File: config.mk
export PLATFORM = sky130hd
export DESIGN_NAME = keyboard_spi_rx
export DESIGN_NICKNAME = d
export VERILOG_FILES = /design/src/rtl/keyboard_spi_rx.sv
export SDC_FILE = /design/constraint.sdc
export NUM_CORES = 1
export LEC_CHECK = 0
export CAP_MARGIN = 40
export CORE_MARGIN = 2
export CORE_UTILIZATION = 50
export CTS_BUF_LIST = sky130_fd_sc_hd__clkbuf_2
export CTS_CLUSTER_SIZE = 12
export DETAILED_ROUTE_END_ITERATION = 10
export PLACE_DENSITY = 0.8
export RECOVER_POWER = 50
export SYNTH_ARGS = -nofsm -noshare
export SYNTH_HDL_FRONTEND = slang
export SYNTH_SLANG_ARGS = --single-unit
File: constraint.sdc
create_clock -name clk_cpu -period 3.2 [get_ports clk_cpu]
set_input_delay 0.48 -clock clk_cpu [delete_from_list [all_inputs] [get_ports clk_cpu]]
set_output_delay 0.48 -clock clk_cpu [all_outputs]
set_load 0.005 [all_outputs]
File: src/rtl/keyboard_spi_rx.sv
// SPI-slave receiver for the keyboard link: synchronizes the raw pins into clk_cpu
// and assembles fixed-length MSB-first frames into a key code register.
module keyboard_spi_rx #(
   parameter int FRAME_BITS     = 16,
   parameter int SYNC_STAGES    = 2,
   parameter int TIMEOUT_CYCLES = 65535
) (
   input  logic                  clk_cpu,
   input  logic                  rst_n,
   input  logic                  key_sck,
   input  logic                  key_mosi,
   input  logic                  key_cs_n,
   output logic [FRAME_BITS-1:0] key_code,
   output logic                  key_strobe,
   output logic                  frame_err,
   output logic                  busy
);

   localparam int CNT_W = $clog2(FRAME_BITS + 2);
   localparam int TO_W  = $clog2(TIMEOUT_CYCLES + 1);

   localparam logic [1:0] S_IDLE  = 2'd0;
   localparam logic [1:0] S_SHIFT = 2'd1;
   localparam logic [1:0] S_ABORT = 2'd2;

   localparam logic [CNT_W-1:0] CNT_FULL = CNT_W'(FRAME_BITS);
   localparam logic [CNT_W-1:0] CNT_OVF  = CNT_W'(FRAME_BITS + 1);
   localparam logic [TO_W-1:0]  TO_LAST  = TO_W'(TIMEOUT_CYCLES - 1);

   logic [SYNC_STAGES-1:0] r_sck_sync;
   logic [SYNC_STAGES-1:0] r_mosi_sync;
   logic [SYNC_STAGES-1:0] r_cs_sync;
   logic                   r_sck_prev;
   logic                   r_cs_prev;
   logic [SYNC_STAGES:0]   r_settle;
   logic                   r_armed;

   logic [1:0]             r_state;
   logic [FRAME_BITS-1:0]  r_shift;
   logic [CNT_W-1:0]       r_cnt;
   logic [TO_W-1:0]        r_to;
   logic [FRAME_BITS-1:0]  r_key_code;
   logic                   r_strobe;
   logic                   r_err;
   logic                   r_busy;

   logic                   w_sck;
   logic                   w_mosi;
   logic                   w_cs_n;
   logic                   w_sck_rise;
   logic                   w_cs_fall;
   logic                   w_cs_rise;
   logic [FRAME_BITS-1:0]  w_shift_next;
   logic [CNT_W-1:0]       w_cnt_next;
   logic                   w_timeout;
   logic [1:0]             w_state_next;

   // cs_n stages preset high and sck/mosi low so reset release never fakes an edge.
   always_ff @(posedge clk_cpu or negedge rst_n) begin
      if (!rst_n) begin
         r_sck_sync  <= '0;
         r_mosi_sync <= '0;
         r_cs_sync   <= '1;
         r_sck_prev  <= 1'b0;
         r_cs_prev   <= 1'b1;
      end else begin
         r_sck_sync  <= {r_sck_sync[SYNC_STAGES-2:0], key_sck};
         r_mosi_sync <= {r_mosi_sync[SYNC_STAGES-2:0], key_mosi};
         r_cs_sync   <= {r_cs_sync[SYNC_STAGES-2:0], key_cs_n};
         r_sck_prev  <= w_sck;
         r_cs_prev   <= w_cs_n;
      end
   end

   assign w_sck  = r_sck_sync[SYNC_STAGES-1];
   assign w_mosi = r_mosi_sync[SYNC_STAGES-1];
   assign w_cs_n = r_cs_sync[SYNC_STAGES-1];

   // A frame may only start once cs_n has been seen genuinely high after reset,
   // so a frame already in flight when reset releases is dropped silently.
   always_ff @(posedge clk_cpu or negedge rst_n) begin
      if (!rst_n) begin
         r_settle <= '0;
         r_armed  <= 1'b0;
      end else begin
         r_settle <= {r_settle[SYNC_STAGES-1:0], 1'b1};
         r_armed  <= r_armed | (r_settle[SYNC_STAGES] & w_cs_n);
      end
   end

   assign w_sck_rise = w_sck & ~r_sck_prev;
   assign w_cs_fall  = r_armed & r_cs_prev & ~w_cs_n;
   assign w_cs_rise  = w_cs_n & ~r_cs_prev;

   // Bit shifted in this cycle is folded in before the frame length is judged.
   assign w_shift_next = w_sck_rise ? {r_shift[FRAME_BITS-2:0], w_mosi} : r_shift;
   assign w_cnt_next   = (w_sck_rise && (r_cnt != CNT_OVF)) ? r_cnt + 1'b1 : r_cnt;
   assign w_timeout    = !w_sck_rise && (r_to == TO_LAST);

   always_comb begin
      w_state_next = r_state;
      case (r_state)
         S_IDLE: begin
            if (w_cs_fall) w_state_next = S_SHIFT;
         end
         S_SHIFT: begin
            if (w_cs_rise)      w_state_next = S_IDLE;
            else if (w_timeout) w_state_next = S_ABORT;
         end
         S_ABORT: begin
            if (w_cs_rise) w_state_next = S_IDLE;
         end
         default: w_state_next = S_IDLE;
      endcase
   end

   always_ff @(posedge clk_cpu or negedge rst_n) begin
      if (!rst_n) begin
         r_state    <= S_IDLE;
         r_shift    <= '0;
         r_cnt      <= '0;
         r_to       <= '0;
         r_key_code <= '0;
         r_strobe   <= 1'b0;
         r_err      <= 1'b0;
         r_busy     <= 1'b0;
      end else begin
         r_state  <= w_state_next;
         r_busy   <= (w_state_next == S_SHIFT);
         r_strobe <= 1'b0;
         r_err    <= 1'b0;
         case (r_state)
            S_IDLE: begin
               if (w_cs_fall) begin
                  r_shift <= '0;
                  r_cnt   <= '0;
                  r_to    <= '0;
               end
            end
            S_SHIFT: begin
               r_shift <= w_shift_next;
               r_cnt   <= w_cnt_next;
               r_to    <= w_sck_rise ? '0 : r_to + 1'b1;
               if (w_cs_rise) begin
                  if (w_cnt_next == CNT_FULL) begin
                     r_key_code <= w_shift_next;
                     r_strobe   <= 1'b1;
                  end else begin
                     r_err <= 1'b1;
                  end
               end else if (w_timeout) begin
                  r_err <= 1'b1;
               end
            end
            default: ;
         endcase
      end
   end

   assign key_code   = r_key_code;
   assign key_strobe = r_strobe;
   assign frame_err  = r_err;
   assign busy       = r_busy;

endmodule

==> run summary <==
PLACEMENT
--------------------------------------------------------------------------------
Count of input and output buffers                                             23
DP HPWL                                                                  4.06 mm
Final estimated routing congestion in global placement                     0.773

CRITICAL PATH
--------------------------------------------------------------------------------
Cell chain of the critical path                                     nor2b_1 -> nand3_1 -> mux2i_4 -> o211ai_4 -> o2bb2ai_2
Classification of the worst setup path                              flop to flop
Critical path startpoint                                            r_cs_sync[1]
Required time at the endpoint of the critical path                       3.58 ns
Largest stage delay, worst path                                          0.62 ns
Start of the worst register-to-register path                        r_cs_sync[1]
Startpoint type of the worst setup path                                     flop
Reg-to-reg setup timing slack                                            1.17 ns
Worst path slowest cell                                                  dfstp_1
Destination of the worst register-to-register timing path           key_code[15]
Critical Path End Type                                                      flop
Register-to-Register Path Depth                                                5
Crit path max fanout                                                          16
Capturing instance or port of the critical path                     key_code[15]
CP Data Arrival Time                                                     2.41 ns

FLOORPLAN
--------------------------------------------------------------------------------
Die X-Extent                                                             84.2 um
# rows                                                                        29
Effective utilization at floorplan                                         51.2%
Io pins                                                                       24
Die Y                                                                    84.2 um
Die Area                                                                7090 um2
Placeable core region                                                   6280 um2

POWER AND IR DROP
--------------------------------------------------------------------------------
Power Density                                                         484 nW/um2
Final Total Pwr                                                          1.79 mW
P_leak                                                                   1.52 nW
Net switching share of the total power                                     26.6%
Power share of the clock group                                             37.5%
Cell internal power dissipation                                          1.32 mW
Switching pwr                                                           0.477 mW
Peak supply drop                                                        0.377 mV
Part of the power in combinational logic                                    9.4%
Sequential share of power                                                  53.1%

LAYOUT
--------------------------------------------------------------------------------
Number of fill cells in the layout                                           525
Fraction of final layout cells with drive strength greater than 1          14.2%
Final-stage net count                                                        322
Relative area change from synthesis to final layout                        15.1%
Ant diodes                                                                     0

YOSYS
--------------------------------------------------------------------------------
Mapped Cells                                                                 287
Post-synth EDFFs                                                               0
Average instance area after synthesis                                   11.2 um2
Top flip-flop cell by instance count after synthesis                     dfrtp_1
Async S/R FF share, synth                                                   100%
Netlist area before placement                                           3210 um2
Count of warnings emitted by yosys                                             0
Number of unique standard cell types used by synthesis                        45
Post-synth net total                                                         296
Flop and latch count out of synthesis                                         70
Share of synthesized area occupied by flip-flops and latches               54.6%

RUN STATUS
--------------------------------------------------------------------------------
Run status                                                          complete, but fails checks
Violated checks                                                     capacitance limit, slew limit

ROUTE
--------------------------------------------------------------------------------
DRC violation count after routing                                              0
Antenna-violating nets left                                                    0
Mean number of vias per cell                                                5.68
Routed wire length                                                       6.14 mm
Total via count after detailed routing                                     2,243
Routed WL per cell                                                       15.5 um
Initial drt markers                                                          153
Count of TritonRoute iterations in the first routing pass                      4

CTS
--------------------------------------------------------------------------------
Clock buffers created by TritonCTS                                             9
CTS clk-pin slew, worst paths                                            0.21 ns
CTS tree                                                                     yes
Clock tree buffer depth                                                        2
Clock Tree Root                                                         clkbuf_2
Level count of the clock H-tree                                                3
Insertion delay of the later-clocked pin in the worst-skew pair          0.52 ns
Clock tree sinks                                                              70
Number of post-CTS setup repair buffers                                        0

STA
--------------------------------------------------------------------------------
Summed negative setup slack over all endpoints                              0 ns
Final setup violating endpoints                                                0
Relative max-transition margin                                            -19.2%
Max-slew violation count                                                      34
Tmin final                                                               2.03 ns
Worst Tran Pin Value                                                     1.79 ns
RSZ-0062 raised after global routing                                          no
Endpoints failing hold                                                         0
Final cycle utilization of the critical path                               63.5%
Maximum clock frequency                                                0.492 GHz
Clock Skews                                                            0.0350 ns

GRT
--------------------------------------------------------------------------------
Number of global-route vias before repair                                  2,277
GR Util All Layers                                                         19.1%
Antenna violations before repair                                               0
Wire length of the first global-routing pass                             10.6 mm
GR Overflow Total                                                              0
Maximum number of pins on one net before global-route repair                  38

FLOW RUN
--------------------------------------------------------------------------------
Number of max-capacitance violations reported                                  1

HOLD PATH
--------------------------------------------------------------------------------
Worst min-delay path category                                       flop to flop

-- state kept, by name, indices dropped and copies added (netlist names) --
register / cells
r_settle: 3
r_shift: 16
r_mosi_sync: 2
r_armed: 1
r_cs_prev: 1
key_strobe: 1
r_cs_sync: 2
r_sck_prev: 1
busy: 1
key_code: 16
r_sck_sync: 2
r_state: 2
r_cnt: 5
r_to: 16
frame_err: 1
-- cell usage after synthesis (3+ instances only) --
cell type	count	share of area (%)
nor2_1	13	1.5
mux2i_1	17	5.3
inv_1	4	0.47
nor3_1	3	0.47
o21ai_1	5	0.78
nand4_1	4	0.78
o21ai_0	36	5.6
nand2_1	36	4.2
clkbuf_1	7	0.82
o21a_1	3	0.70
nor2b_1	4	0.78
a21oi_1	8	1.2
o2bb2ai_1	6	1.6
buf_6	3	1.1
ha_1	4	1.6
and3_1	5	0.97
nand3_1	11	1.7
o2bb2ai_2	10	4.7
dfrtp_1	67	52
xor2_1	3	0.82
dfstp_2	3	2.5
and4_4	3	1.1
-- layer usage --
metal | wire (um) | share of wire (%) | track usage (%) | vias up
li1 | - | - | - | 1091
met1 | 2800 | 46 | 24.8 | 1094
met2 | 3010 | 49 | 30.4 | 48
met3 | 233 | 3.8 | 6.10 | 10
met4 | 98 | 1.6 | 7.18 | 0
met5 | 0 | 0 | 0 | -
-- metrics by stage --
stage               utilization, %  worst slack [ns]  hold WS (ns)  instance area [um2]  std cells
floorplan                        -              1.46         0.184                 3210        287
global placement              55.7              1.26         0.333                 3500        377
detailed placement            56.1              1.20         0.335                 3520        378
CTS                           59.0              1.19         0.318                 3700        395
global route                  58.9             0.810         0.385                 3700        395
finish                        58.9              1.17         0.357                 3700        395
-- critical path: cells and delay by family (launching register included) --
kind / cells / cell delay [ns]
AO/OA/AOI/OAI: 2 / 0.48
multiplexers: 1 / 0.25
flip-flops: 1 / 0.62
AND/OR/NAND/NOR: 2 / 0.54
-- power groups by stage --
stage               clock [mW]  sequential, mW  combinational [mW]
floorplan                    0           0.959               0.106
CTS                      0.684           0.951               0.172
global placement             0           0.964               0.154
finish                   0.673           0.951               0.168
global route             0.724           0.956               0.191
detailed placement           0           0.967               0.170
-- cell type report --
cell class | instances | area, um2 | share of cell area, %
Clock buffer | 9 | 45.0 | 1.22
Clock inverter | 7 | 123 | 3.31
Inverter | 5 | 18.8 | 0.507
Multi-Input combinational cell | 199 | 1370 | 36.9
Sequential cell | 70 | 1760 | 47.4
Tap cell | 77 | 96.3 | 2.60
Timing Repair Buffer | 28 | 297 | 8.01
-- placed cells by master (no fill, tap or decap), types with 2 or more instances in the layout --
master	Yosys	routed
o2bb2ai_1	6	6
dlygate4sd3_1	0	4
o31ai_1	2	2
clkinv_4	0	2
dfstp_2	3	2
o21a_1	3	3
xor2_1	3	3
nand2_1	36	36
bufinv_16	0	3
o21ai_0	36	36
nand2b_1	2	2
a21oi_4	2	2
o41ai_1	2	2
o2bb2ai_2	10	10
buf_4	1	2
nand3_1	11	11
nor3_1	3	3
mux2i_1	17	17
nor2_1	13	13
and4_4	3	3
clkinvlp_4	0	2
nor4_1	2	2
o21ai_1	5	5
dfrtp_1	67	67
o211ai_4	2	2
ha_1	4	4
clkdlybuf4s50_1	0	19
a21o_1	2	2
inv_1	4	4
a31oi_1	2	2
and3_1	5	5
nand4_1	4	4
clkbuf_2	0	9
a21oi_1	8	8
nor2b_1	4	3
-- what timing repair did --
action | CTS | global route
hold buffers | 1 | 0
endpoints found under the hold margin | 7 | 0
resized for setup | 0 | 0
-- worst min path at each step --
stage,slack [ns],end,cells after the start,start
finish,0.36,r_settle[1],0,r_settle[0]
global route,0.39,r_cs_sync[1],0,r_cs_sync[0]
CTS,0.32,r_cs_sync[0],1,key_cs_n
detailed placement,0.33,r_sck_sync[1],0,r_sck_sync[0]
global placement,0.33,r_mosi_sync[1],0,r_mosi_sync[0]
floorplan,0.18,busy,0,rst_n
-- kinds of logic (layout without fill, tap and decap cells) --
family / Yosys count / after routing / share of synthesized area [%]
compound gates: 83 / 83 / 19.7
xor+xnor: 3 / 3 / 0.818
fa+ha+maj: 4 / 4 / 1.56
buf+inv: 18 / 49 / 3.00
flops: 70 / 70 / 54.6
mux: 19 / 19 / 6.34
other cells: 1 / 1 / 0.117
simple gates: 89 / 89 / 13.9
Note: power is estimated with default switching activity, not from simulation.
==> variant: new RTL, config.mk and constraints unchanged <==
Reset style: synchronous (`rst_n`), changed in 3 clocked blocks.
--- a/src/rtl/keyboard_spi_rx.sv
+++ b/src/rtl/keyboard_spi_rx.sv
@@ -58,3 +58,3 @@
    // cs_n stages preset high and sck/mosi low so reset release never fakes an edge.
-   always_ff @(posedge clk_cpu or negedge rst_n) begin
+   always_ff @(posedge clk_cpu) begin
       if (!rst_n) begin
@@ -80,3 +80,3 @@
    // so a frame already in flight when reset releases is dropped silently.
-   always_ff @(posedge clk_cpu or negedge rst_n) begin
+   always_ff @(posedge clk_cpu) begin
       if (!rst_n) begin
@@ -116,3 +116,3 @@
 
-   always_ff @(posedge clk_cpu or negedge rst_n) begin
+   always_ff @(posedge clk_cpu) begin
       if (!rst_n) begin
Check against the original RTL: differs if rst_n is asserted again (counterexample within 10 cycles, from zero or initial values and one cycle with rst_n low); with rst_n held inactive, the same outputs for 10 cycles.
==> variant against the unedited design <==
Wire length down 7.0%. Synthesized area down 3.7%. Final cell count grew 5.8%. Die area decreased by 3.6%. Synthesized cell count grew 10%. Setup slack got worse by 210 ps. Final area is 6.6% lower. Sequential cell count stayed put. Fmax shrank 9.3%. Critical path type is now in2reg.
Power is not compared: it rests on default switching activity, and its combinational part moved more than twofold at a synthesized area within 25%.
==> variant: results (changes against the unedited design) <==
STA
  • Slew at the pin closest to its max-slew limit: 893.9 ps (-893.7 ps)
  • Setup Skew: 25.91 ps (-9.074 ps)

Setup path
  • Cell class contributing the biggest share of worst-path delay: simple AND/OR/NAND/NOR gates
  • Arrival time of data at the critical path endpoint: 2680 ps (+270 ps)
  • Worst Path Max Fanout: 17 (+1)
  • Slowest cell on crit path: dlygate4sd3_1

Place
  • Post-Place Cell Area: 0.003346 sq mm (-5.0%)
  • HPWL Detailed: 3938 um (-2.9%)
  • Final Wtd Congestion: 0.8360 (+8.1%)
  • Post-placement worst setup slack: 495.9 ps (-705.6 ps)

Layout
  • Share of cells above drive strength 1: 12.54% (-1.6 points)
  • Number of diodes added for antenna fixing: 0 (unchanged)
  • # nets final: 347 (+7.8%)

Logic synthesis
  • Net count after synthesis: 325 (+9.8%)
  • Most numerous cell types in the synthesized netlist: dfxtp_1, nor2_1, nand3_1
  • Unique cell type count in the Yosys netlist: 47 (+4.4%)
  • Share of async-settable or async-resettable flops after synthesis: 0% (-100 points)

Route
  • M1 WL: 2809 um (+0.46%)
  • Routed length per instance: 13.67 um (-12%)
  • Initial drt markers: 73 (-52%)
  • Met3 wirelength from detailed routing: 218 um (-6.4%)
  • Vias per Instance: 5.577 (-1.8%)

Global routing
  • GR Util All Layers: 18.05% (-1.1 points)

Outcome
  • Outcome: completed

Clocking
  • Clock transition at the register clock pins on the worst setup and hold paths after CTS: 180 ps (-30 ps)
  • CTS Hold Bufs: 0 (-1)
variant: logic make-up after synthesis:
family / count (synthesis) / synth area share [%]
AOI/OAI and AO/OA: 66 / 14.80
xor gates and xnor gates: 14 / 3.963
adders and majority gates: 4 / 1.618
buffers and inverters: 26 / 4.771
DFF: 70 / 45.29
muxes: 16 / 5.176
and+or+nand+nor: 120 / 24.38
variant: power groups by stage:
stage               sequential, W  combinational (W)  clock [W]
global route             0.000887          0.0000576   0.000540
detailed placement       0.000903          0.0000537          0
floorplan                0.000902          0.0000406          0
finish                   0.000885          0.0000528   0.000487
CTS                      0.000885          0.0000541   0.000502
global placement         0.000902          0.0000526          0
variant: per-layer routing:
layer / GRT usage [%] / vias to the layer above
met3: 5.761 / 8
met1: 23.65 / 1102
met5: 0 / -
met2: 27.82 / 33
li1: - / 1188
met4: 6.721 / 0
variant: stage by stage:
step / instances / utilization (%)
after floorplan: 316 / -
after global placement: 401 / 56.05
after detailed placement: 402 / 56.18
after CTS: 418 / 58.07
after global routing: 418 / 58.00
final: 418 / 58.00
variant: final cells by class:
class,count,area [sq um]
fillers,535,2501
multi-input cells,220,1545
flip-flops and latches,70,1401
repair buffers,29,271.5
well taps,75,93.84
clock inverters,6,62.56
clock buffers,10,50.05
inverters,8,30.03
variant: final timing paths:
path	from	to	slack, ps	cells after the start
min reg2reg	r_cs_sync[0]	r_cs_sync[1]	450	1
min	r_cs_sync[0]	r_cs_sync[1]	450	1
max reg2reg	r_cnt[0]	key_code[0]	980	7
max	rst_n	r_to[8]	960	6
